**src/rtl/memshare_pkg.sv**
```systemverilog
// Shared configuration for the memShare shift sequencer: widths, page layout and FSM states.
package memshare_pkg;

  localparam int RQST_BITWIDTH  = 5;
  localparam int PAGE_NUM       = 1 << RQST_BITWIDTH;
  localparam int SHIFT_BITWIDTH = $clog2(RQST_BITWIDTH);
  localparam int SEQ_SIZE       = 4;
  localparam int PAGE_WIDTH     = SHIFT_BITWIDTH + RQST_BITWIDTH + 1;
  localparam int CNT_BITWIDTH   = $clog2(SEQ_SIZE + 1);

  localparam int SHIFT_LSB = 0;
  localparam int PTR_LSB   = SHIFT_LSB + SHIFT_BITWIDTH;
  localparam int LAST_BIT  = PTR_LSB + RQST_BITWIDTH;

  // Field order matches the offsets above: {last, next_ptr, shift}.
  typedef struct packed {
    logic                      last;
    logic [RQST_BITWIDTH-1:0]  next_ptr;
    logic [SHIFT_BITWIDTH-1:0] shift;
  } page_t;

  typedef enum logic [2:0] {
    ST_IDLE,
    ST_FETCH,
    ST_ISSUE,
    ST_DONE,
    ST_ERR
  } seq_state_e;

endpackage

```
**src/rtl/memshare_page_file.sv**
```systemverilog
// Page array: one synchronous write port, one synchronous read port (1-cycle latency, read-first).
module memshare_page_file
  import memshare_pkg::*;
#(
  parameter int ADDR_W = RQST_BITWIDTH,
  parameter int DATA_W = PAGE_WIDTH
) (
  input  logic              sys_clk,
  input  logic              we,
  input  logic [ADDR_W-1:0] waddr,
  input  logic [DATA_W-1:0] wdata,
  input  logic              re,
  input  logic [ADDR_W-1:0] raddr,
  output logic [DATA_W-1:0] rdata
);

  logic [DATA_W-1:0] mem [0:(1<<ADDR_W)-1];

  // NOTE: the array is deliberately left without reset so it maps onto distributed RAM;
  // software must program every page it intends to use.
  always_ff @(posedge sys_clk) begin
    if (we) mem[waddr] <= wdata;
    // NOTE: non-blocking assignments make a same-address read return the pre-write word.
    if (re) rdata <= mem[raddr];
  end

endmodule

```
**src/rtl/memshare_shift_sequencer.sv**
```systemverilog
// Walks a linked chain of L1PA shift patterns per request and issues them over valid/ready.
module memshare_shift_sequencer
  import memshare_pkg::*;
(
  input  logic                      sys_clk,
  input  logic                      rst,
  input  logic [RQST_BITWIDTH-1:0]  rqst_flag_i,
  input  logic                      rqst_valid_i,
  output logic                      rqst_ready_o,
  output logic [SHIFT_BITWIDTH-1:0] shift_o,
  output logic                      shift_valid_o,
  input  logic                      shift_ready_i,
  output logic                      isGtr_o,
  output logic                      seq_done_o,
  output logic                      seq_err_o,
  input  logic [RQST_BITWIDTH-1:0]  page_waddr_i,
  input  logic [PAGE_WIDTH-1:0]     page_wdata_i,
  input  logic                      page_we_i
);

  seq_state_e                state, next_state;
  logic [CNT_BITWIDTH-1:0]   count;
  logic [RQST_BITWIDTH-1:0]  next_ptr;
  logic                      rd_en;
  logic [RQST_BITWIDTH-1:0]  rd_addr;
  logic [PAGE_WIDTH-1:0]     rd_data;
  page_t                     rd_page;
  logic                      rqst_hs;

  assign rd_page      = page_t'(rd_data);
  assign rqst_ready_o = (state == ST_IDLE);
  assign seq_done_o   = (state == ST_DONE);
  assign seq_err_o    = (state == ST_ERR);
  assign rqst_hs      = rqst_valid_i && rqst_ready_o;

  memshare_page_file u_page_file (
    .sys_clk (sys_clk),
    .we      (page_we_i),
    .waddr   (page_waddr_i),
    .wdata   (page_wdata_i),
    .re      (rd_en),
    .raddr   (rd_addr),
    .rdata   (rd_data)
  );

  // NOTE: every signal gets a default before the case so no path leaves a latch behind.
  always_comb begin
    next_state = state;
    rd_en      = 1'b0;
    rd_addr    = rqst_flag_i;
    case (state)
      ST_IDLE: begin
        if (rqst_hs) begin
          if (rqst_flag_i == '0) begin
            next_state = ST_DONE;
          end else begin
            rd_en      = 1'b1;
            next_state = ST_FETCH;
          end
        end
      end
      ST_FETCH: next_state = ST_ISSUE;
      ST_ISSUE: begin
        if (shift_ready_i) begin
          if (isGtr_o) begin
            next_state = ST_DONE;
          end else if (count == CNT_BITWIDTH'(SEQ_SIZE)) begin
            next_state = ST_ERR;
          end else begin
            rd_en      = 1'b1;
            rd_addr    = next_ptr;
            next_state = ST_FETCH;
          end
        end
      end
      ST_DONE: next_state = ST_IDLE;
      ST_ERR:  next_state = ST_IDLE;
      default: next_state = ST_IDLE;
    endcase
  end

  always_ff @(posedge sys_clk) begin
    if (rst) begin
      state         <= ST_IDLE;
      count         <= '0;
      next_ptr      <= '0;
      shift_o       <= '0;
      isGtr_o       <= 1'b0;
      shift_valid_o <= 1'b0;
    end else begin
      state <= next_state;

      if (state == ST_IDLE && rqst_hs) begin
        count <= CNT_BITWIDTH'(1);
      end else if (state == ST_ISSUE && next_state == ST_FETCH) begin
        count <= count + CNT_BITWIDTH'(1);
      end

      // Output registers load from the page word one cycle after its read was issued.
      if (state == ST_FETCH) begin
        shift_o       <= rd_page.shift;
        isGtr_o       <= rd_page.last;
        next_ptr      <= rd_page.next_ptr;
        shift_valid_o <= 1'b1;
      end else if (state == ST_ISSUE && shift_ready_i) begin
        shift_valid_o <= 1'b0;
      end
    end
  end

endmodule

```
**config.mk**
```make
export PLATFORM = sky130hd
export DESIGN_NAME = memshare_shift_sequencer
export DESIGN_NICKNAME = d
export VERILOG_FILES = /design/src/rtl/memshare_pkg.sv /design/src/rtl/memshare_page_file.sv /design/src/rtl/memshare_shift_sequencer.sv
export SDC_FILE = /design/constraint.sdc
export NUM_CORES = 1
export LEC_CHECK = 0
export ABC_AREA = 0
export BUFFER_PORTS_ARGS = -buffer_cell sky130_fd_sc_hd__clkbuf_2
export CAP_MARGIN = 20
export CORE_MARGIN = 3
export CORE_UTILIZATION = 58
export DETAILED_ROUTE_END_ITERATION = 10
export PLACE_DENSITY = 0.84
export SYNTH_ARGS = -nofsm -noshare
export SYNTH_HDL_FRONTEND = slang
export SYNTH_SLANG_ARGS = --single-unit
```
**constraint.sdc**
```tcl
create_clock -name sys_clk -period 7.1 [get_ports sys_clk]
set_clock_uncertainty 0.1 [all_clocks]
set_input_delay 1.42 -clock sys_clk [delete_from_list [all_inputs] [get_ports sys_clk]]
set_output_delay 1.42 -clock sys_clk [all_outputs]
set_load 0.01 [all_outputs]
```
-- Word level (Yosys, flattened, before mapping)
Memories as Yosys holds them, arrays and structs flattened. A register that Yosys moved wholly into a read port is not among the register bits.
Index checks and enable logic that the tools add are counted.
- memory bits (writable): 288
- flip-flop bits (word level): 16
- memories: 1
- add/subtract/negate cells: 1
- reduce and logical (&&, ||, !) cells: 9
- eq/ne operators: 6
- mux-type cells: 22
- memories (name ; depth ; width ; rd ports ; clocked after memory_dff ; write ports ; line ; RTL):
    u_page_file.mem ; 32 ; 9 ; 1 ; 1 ; 1 ; memshare_page_file.sv:17 ; logic [DATA_W-1:0] mem [0:(1<<ADDR_W)-1];
- operators with widths (kind ; count):
    $mux 5 ; 4
    $mux 3 ; 4
    $mux 1 ; 11
    $pmux 3 s3 ; 1
    $eq 3x1->1 const B ; 2
    $eq 3x2->1 const B ; 2
    $eq 3x3->1 const B ; 2
    $logic_not 5->1 ; 1
    $logic_and 1x1->1 ; 4
    $reduce_bool 2->1 ; 2
    $add 3x1->3 const B ; 1
    $logic_not 3->1 ; 1
    $mux 2 ; 1
    $pmux 1 s2 ; 1
    $reduce_or 2->1 ; 1

-- Logic depth before layout (Yosys ltp)
Gate-level depths: netlist of the first run.
- word-level depth: 9
- depth in mapped cells: 11
- mapped depth without buffers: 8

-- By module
From an unflattened synthesis of the first run, not the netlist that was laid out.
- cell total of the unflattened synthesis: 544
- area, all modules: 12154.2 µm²
- by module, submodules not included (module ; sequential area each (µm²) ; cells an instance ; instances ; area each (µm²)):
    memshare_page_file ; 8918.6 ; 463 ; 1 ; 11372.2
    memshare_shift_sequencer ; 320.3 ; 81 ; 1 ; 782.0

-- Least setup slack after synthesis of the first run
No wires, ideal clock.
- path kind: input -> register
- start point: input shift_ready_i
- end point: register u_page_file.rdata[7] (read register of u_page_file.mem) (data pin)
- data arrival time: 3.322 ns
- stages on the path: 8
- slack: 3.488 ns
- cells stage by stage: nand2b_1 > buf_2 > nor3_4 > a31oi_1 > clkbuf_1 > a211o_1 > a31oi_1 > a2111oi_2
- longest elaborated chain between the ends: 2
- elaborated cells between the ends (all ways): 4
- RTL lines (what ; line ; RTL):
    start: declaration ; memshare_shift_sequencer.sv:12 ; input logic shift_ready_i,
    $mux 1 / $mux 5 (equally long branches) ; memshare_shift_sequencer.sv:64 ; if (shift_ready_i) begin
    $pmux 1 s2 / $mux 5 (equally long branches) ; memshare_shift_sequencer.sv:51 ; case (state)
    end: declaration ; memshare_page_file.sv:14 ; output logic [DATA_W-1:0] rdata
Several ways; a longest one is shown, not always the timed one.
A chain may end at the register's enable or synchronous reset.

-- Worst setup path in the final report of the first run
- start point: input shift_ready_i
- end point: register u_page_file.rdata[3] (read register of u_page_file.mem) (data pin)
Same word-level chain as after synthesis.

==> results of run 1 <==
==> worst paths after layout <==
check                         endpoint
hold reg to reg          shift_valid_o
setup / recovery  u_page_file.rdata[3]
setup reg to reg  u_page_file.rdata[3]
hold / removal           shift_valid_o
==> state kept, by name, summed over array words and instances, names as in the netlist <==
signal	count
u_page_file.mem	288
u_page_file.rdata	9
next_ptr	5
count	3
shift_o	3
state	3
isGtr_o	1
shift_valid_o	1
==> cells in the mapped netlist, drive strengths merged (2+ instances only) <==
cell,n,share of area (%)
edfxtp,297,68
o21ai,73,2.8
a32oi,72,4.8
a211o,63,4.2
and3,63,3.0
nor2,49,1.4
clkbuf,46,1.3
a31oi,33,1.6
nand3,31,1.2
buf,20,0.88
dfxtp,16,2.4
nand2,11,0.32
a2111oi,10,0.83
mux2,10,0.86
o211ai,10,0.57
a22oi,9,0.52
mux2i,9,0.69
inv,8,0.23
nand4,7,0.33
a21oi,5,0.19
and2,5,0.24
nand3b,5,0.29
nor3,5,0.28
nor3b,5,0.32
nor4,4,0.42
o31ai,4,0.48
nor2b,3,0.14
o311ai,3,0.45
or3b,3,0.22
ha,2,0.19
nand2b,2,0.095
==> tightest hold or removal path, cell delays in order, from the launching register on <==
cell and delay [ps]:
dfxtp_1 330, a21oi_1 60, nor2_1 70
==> power groups by stage <==
stage / Combinational, uW / Sequential [uW] / Clock [uW]
after detailed placement: 281 / 2110 / 0
after floorplan: 173 / 2100 / 0
after CTS: 284 / 2070 / 1550
final: 292 / 2080 / 1550
after global routing: 309 / 2080 / 1640
after global placement: 269 / 2110 / 0
==> per-stage QoR <==
step                cell area (um^2)  hold slack [ps]  setup WS (ps)  instances
finish                         14500              389           2810       1209
global route                   14500              425           2650       1209
CTS                            14400              386           2800       1207
floorplan                      13100              347           3490        892
global placement               13400              365           2510       1150
detailed placement             13500              382           2380       1151
==> cells by family (layout without fill, tap and decap cells) <==
logic type | after synthesis | after routing | synth area share, %
AO/OA/AOI/OAI | 286 | 286 | 16.7
XOR/XNOR | 2 | 2 | 0.134
adder cells (fa/ha/maj) | 2 | 2 | 0.191
buffers and inverters | 74 | 111 | 2.43
flip-flops | 313 | 313 | 70.5
multiplexers | 19 | 19 | 1.55
AND/OR/NAND/NOR | 196 | 196 | 8.46
==> layer usage <==
layer	routed length (um)	vias to the layer above	GRT usage, %
met5	0	-	0
met4	1080	0	8.17
met3	3700	85	3.98
met2	16000	696	43.4
met1	12500	4340	38.0
li1	-	3712	-
==> layout make-up <==
class	count	area (um^2)
sequential	313	9240
fill	1392	7580
multi-input combinational	505	3560
clock buffer	40	830
tap	280	350
timing repair buffer	47	307
clock inverter	16	135
inverter	8	30.0
==> results.toml, run 1 <==
[timing]
maxClockFrequency_mhz = 233
maxSlewHeadroom_pct = 27.7
rsz_0062_raised_after_global_routing = "false"
final_layout_setup_total_negative_slack_ps = 0
finalHoldViolations = 0
timing.final.max_slew_violations = 0
timing.final.crit_period_ps = 4290
max_slew.worst_pin.slew_ps = 1080
final_cycle_share_pct = 60.4
setup_viol = 0

[pwr]
p_per_area_mw_per_mm2 = 271
seq_power_share_pct = 53.0
fin_total_pwr_uw = 3920
power_switching_share_pct = 22.4
vdd_drop_max_mv = 0.156
netSwitchingPower_uw = 878
power_leakage_uw = 0.00461
share_clk_of_total_power_pct = 39.6
internal_power_uw = 3040
comb_power_share_pct = 7.5

[clock_network]
htreeDepth = 1
cts_hold_buf = 0
clock_sink_count = 313
post_cts_buffers = 0
clock_tree.root_cell = "clkbuf_16"
clk_latency_ps = 560
cts_tree = "built"
cts.path.max_buffers = 3
number_of_buffers_added_by_the_clock_tree_synthesis_step = 30
cts-resized-gates = 0
clk_pin_slew_worst_paths_ps = 70

[route]
via_count = 8833
antenna_violating_nets_post_route = 0
drt-vias-per-instance = 7.31
drc = 0
routed_wirelength_um = 33200
drt_pass1_iterations = 7
drt-wirelength-per-cell_um = 27.5
initialDrtViolationCount = 1633

[global_routing]
grt_start_max_net_pins = 73
grtUsageTotal_pct = 26.7
grt_pass1_vias = 8228
antenna_violations_before_repair = 0
remaining_overflow_grt = 0
grt_first_pass_wirelength_um = 50200

[logic_synthesis]
area_of_the_mapped_netlist_mm2 = 0.0131
synth_warnings = 0
syn_avg_cell_area_um2 = 14.7
synth.distinct_cells = 54
net_count_synth = 918
synth_ff_type = "edfxtp_1"
synth_seq_cells = 313
synth.yosys.seq_area_share_pct = 70.5
cell_count_after_synthesis = 892
async_reset_ff_share_pct = 0
count_of_flip_flops_with_a_built_in_enable_after_synthesis = 297

[die]
io_pins = 32
die_w_um = 156
initial_utilization_pct = 59.5
dieArea_mm2 = 0.0244
chipHeight_um = 156
placement_rows = 54
core-area_mm2 = 0.0220

[final_layout]
final_common_cell = "edfxtp_1"
final_cell_mix = "edfxtp_1, o21ai_0, a32oi_1"
num_antenna_cells = 0
drive_above_1_share_pct = 12.8
post-route-util_pct = 65.6
synthToLayoutAreaGrowth_pct = 10.3
fin_nets = 931

[critical_path]
worstRegToRegCells = 10
timing.rr.start = "count[0]"
crit_chain = "clkbuf_2 > nand2b_1 > o31ai_4 > buf_4 > nand2_1 > buf_4 > mux2_2 > o211ai_1 > a2111oi_1"
worstPathBufferInverterCount = 3
worst-endpoint-required_ps = 7330
critical_path_class = "input port to register"
cp_data_arrival_time_ps = 4520
type_of_destination_of_the_critical_path = "register"
reg2reg_slack_ps = 3240
cpLargestDelayFamily = "buffers and inverters"
timing.critical_path.from = "shift_ready_i"
critical_path_slowest_stage_cell = "buf_4"
worst_path_most_repeated_cell = "buf_4"
max_stage_delay_ps = 550
worst_setup_path_start_kind = "input port"
timing.critical_path.fanout_max = 64
critical_path_depth = 9

[run_status]
run_status = "finished, final reports clean"

[hold_path]
timing.hold.worst.start = "shift_valid_o"
worstHoldPathType = "register to register"
number_of_stages_on_the_worst_hold_path = 2

[placed_design]
dp.final_hpwl_um = 19700
gp_routability_congestion = 0.879
port-buffer-count = 31

[job]
cap_violations = 0
Power figures use the tool's default switching activity.
==> run 2, diff against run 1 <==
--- a/config.mk
+++ b/config.mk
@@ -5,11 +5,11 @@
 export SDC_FILE = /design/constraint.sdc
 export NUM_CORES = 1
 export LEC_CHECK = 0
-export ABC_AREA = 0
+export ABC_AREA = 1
 export BUFFER_PORTS_ARGS = -buffer_cell sky130_fd_sc_hd__clkbuf_2
 export CAP_MARGIN = 20
 export CORE_MARGIN = 3
-export CORE_UTILIZATION = 58
+export CORE_UTILIZATION = 56
 export DETAILED_ROUTE_END_ITERATION = 10
 export PLACE_DENSITY = 0.84
 export SYNTH_ARGS = -nofsm -noshare
==> constraint.sdc (replaced) <==
create_clock -name sys_clk -period 3.9 [get_ports sys_clk]
set_clock_uncertainty 0.1 [all_clocks]
set_input_delay 0.78 -clock sys_clk [delete_from_list [all_inputs] [get_ports sys_clk]]
set_output_delay 0.78 -clock sys_clk [all_outputs]
set_load 0.01 [all_outputs]
==> run 2 against run 1 <==
Net effect: final cell count increased by 46%; design area grew 6.9%; core utilization shrank 2.5 points; worst hold slack got worse by 30 ps; via count rose by 15%; largest power group unchanged.
==> results.toml, run 2 <==
[critical_path]
worstPathBufferInverterCount = 3
cp_data_arrival_time_ps = 3190
cpLargestDelayFamily = "simple AND/OR/NAND/NOR gates"
worst_setup_path_start_kind = "register"
max_stage_delay_ps = 490
crit_chain = "inv_1 > ha_1 > nand2_1 > inv_1 > nor2_8 > nand2_8 > nand2_4 > buf_4 > nand3_1 > nand3_1 > nand3_1 > nand3_1 > nand2_1 > nand2_1 > nand2_1"
type_of_destination_of_the_critical_path = "register"
worst-endpoint-required_ps = 4120
critical_path_class = "register to register"
timing.critical_path.fanout_max = 45
critical_path_slowest_stage_cell = "buf_4"

[final_layout]
drive_above_1_share_pct = 7.59
fin_area_mm2 = 0.0154
final_common_cell = "nand3_1"
final_cell_mix = "nand3_1, inv_1, edfxtp_1"
biggestRegsByFlops = "u_page_file.mem: 288 flops, u_page_file.rdata: 9 flops, next_ptr: 5 flops"
fin_nets = 1437
largest_register_ff_count = 288
num_antenna_cells = 0
synthToLayoutAreaGrowth_pct = 10.1
top_register = "u_page_file.mem"

[logic_synthesis]
cell_count_after_synthesis = 1392
synth_ff_type = "edfxtp_1"
synth_top_cells_by_count = "nand3_1, inv_1, edfxtp_1, nand2_1, nor2_1"
synth.yosys.seq_area_share_pct = 65.9
count_of_flip_flops_with_a_built_in_enable_after_synthesis = 297
syn_avg_cell_area_um2 = 10.1
async_reset_ff_share_pct = 0
synth.largest_area_cell = "edfxtp_1"
synth_seq_cells = 313
synth_most_common_cell = "nand3_1"
synth_warnings = 0
area_of_the_mapped_netlist_mm2 = 0.0140
yosys.area.top_type_share_pct = 63.6
post_synth_main_area_contributors = "edfxtp_1, nand3_1, inv_1"
synth.distinct_cells = 26
net_count_synth = 1418

[timing]
rsz_0062_raised_after_global_routing = "false"
final_layout_setup_total_negative_slack_ps = 0
setup_viol = 0
final_cycle_share_pct = 76.2
maxClockFrequency_mhz = 336
timing.final.crit_period_ps = 2970
finalWorstSetupSlack_ps = 927
maxSlewHeadroom_pct = 30.1
finalHoldViolations = 0
max_slew.worst_pin.slew_ps = 1040
timing.final.max_slew_violations = 0

[global_routing]
remaining_overflow_grt = 0
grt_pass1_vias = 9900
grtUsageTotal_pct = 25.7
antenna_violations_before_repair = 0
grt_start_max_net_pins = 100
grt_first_pass_wirelength_um = 53100

[hold_path]
worstHoldPathType = "input port to register"

[route]
via_count = 10117
drc = 0
antenna_violating_nets_post_route = 0
drt-vias-per-instance = 5.75
initialDrtViolationCount = 1418
drt-wirelength-per-cell_um = 19.6
drt_pass1_iterations = 6
routed_wirelength_um = 34600

[die]
core-area_mm2 = 0.0245
die_w_um = 164
dieArea_mm2 = 0.0270
initial_utilization_pct = 57.3
chipHeight_um = 164
placement_rows = 57
io_pins = 32

[clock_network]
clk_pin_slew_worst_paths_ps = 60
clk_latency_ps = 580
post_cts_buffers = 0
cts.path.max_buffers = 3
clock_sink_count = 313
clock_tree.root_cell = "clkbuf_16"
htreeDepth = 1
cts_hold_buf = 0
cts-resized-gates = 0
cts_tree = "built"
number_of_buffers_added_by_the_clock_tree_synthesis_step = 31

[placed_design]
port-buffer-count = 31
dp_worst_setup_slack_ps = 718
gp_routability_congestion = 0.886
dpl_cell_area_mm2 = 0.0144
dp.final_hpwl_um = 20200

[pwr]
vdd_drop_max_mv = 0.434
power_leakage_uw = 0.00670
p_per_area_mw_per_mm2 = 484

[run_status]
run_status = "finished, final reports clean"

[job]
cap_violations = 0
run 2: worst paths after layout:
path / cells after the start / slack, ps / start / to
max: 15 / 930 / count[0] / u_page_file.rdata[6]
min: 2 / 360 / rst / count[0]
max reg2reg: 15 / 930 / count[0] / u_page_file.rdata[6]
min reg2reg: 2 / 380 / shift_valid_o / shift_valid_o
run 2: stage by stage:
| step | hold slack [ps] | utilization, % | power (uW) | instances |
|---|---|---|---|---|
| 6_report | 359 | 63.1 | 7470 | 1760 |
| 5_1_grt | 357 | 63.1 | 7690 | 1760 |
| 4_1_cts | 344 | 63.1 | 7480 | 1760 |
| 3_3_place_gp | 351 | 58.9 | 4460 | 1702 |
| 3_5_place_dp | 360 | 58.9 | 4480 | 1702 |
| 2_1_floorplan | 347 | - | 4240 | 1392 |
run 2: logic make-up after synthesis:
logic type                 synth area share [%]
DFF                                        65.9
xor gates and xnor gates                 0.0625
and+or+nand+nor                            22.1
AOI/OAI and AO/OA                          1.03
buffers and inverters                      10.7
adders and majority gates                 0.178
run 2: area by class of cell:
| class | count | area (um^2) |
|---|---|---|
| sequential | 313 | 9240 |
| clock inverter | 16 | 170 |
| inverter | 314 | 1180 |
| tap | 324 | 405 |
| multi-input combinational | 708 | 3280 |
| fill | 1832 | 9020 |
| clock buffer | 42 | 877 |
| timing repair buffer | 43 | 295 |
run 2: power by group:
| part | leakage [uW] | switching [uW] | internal (uW) | total [uW] |
|---|---|---|---|---|
| Combinational | 0.00337 | 480 | 172 | 652 |
| Clock | 0.000515 | 1260 | 1770 | 3040 |
| Sequential | 0.00281 | 31.3 | 3750 | 3780 |
run 2: worst reg2reg max path, stage by stage (launching register included):
cell     delay (ps)
dfxtp_1         380
inv_1            60
ha_1            180
nand2_1          60
inv_1           100
nor2_8          190
nand2_8         150
nand2_4         100
buf_4           490
nand3_1         200
nand3_1         130
nand3_1         130
nand3_1         190
nand2_1         100
nand2_1         110
nand2_1          60
run 2: routing by layer:
layer	global-route usage, %	vias up	part of all wire (%)
met2	42.8	692	47
li1	-	4551	-
met1	32.7	4720	36
met4	11.9	0	5.3
met3	5.22	154	11
met5	0	-	0
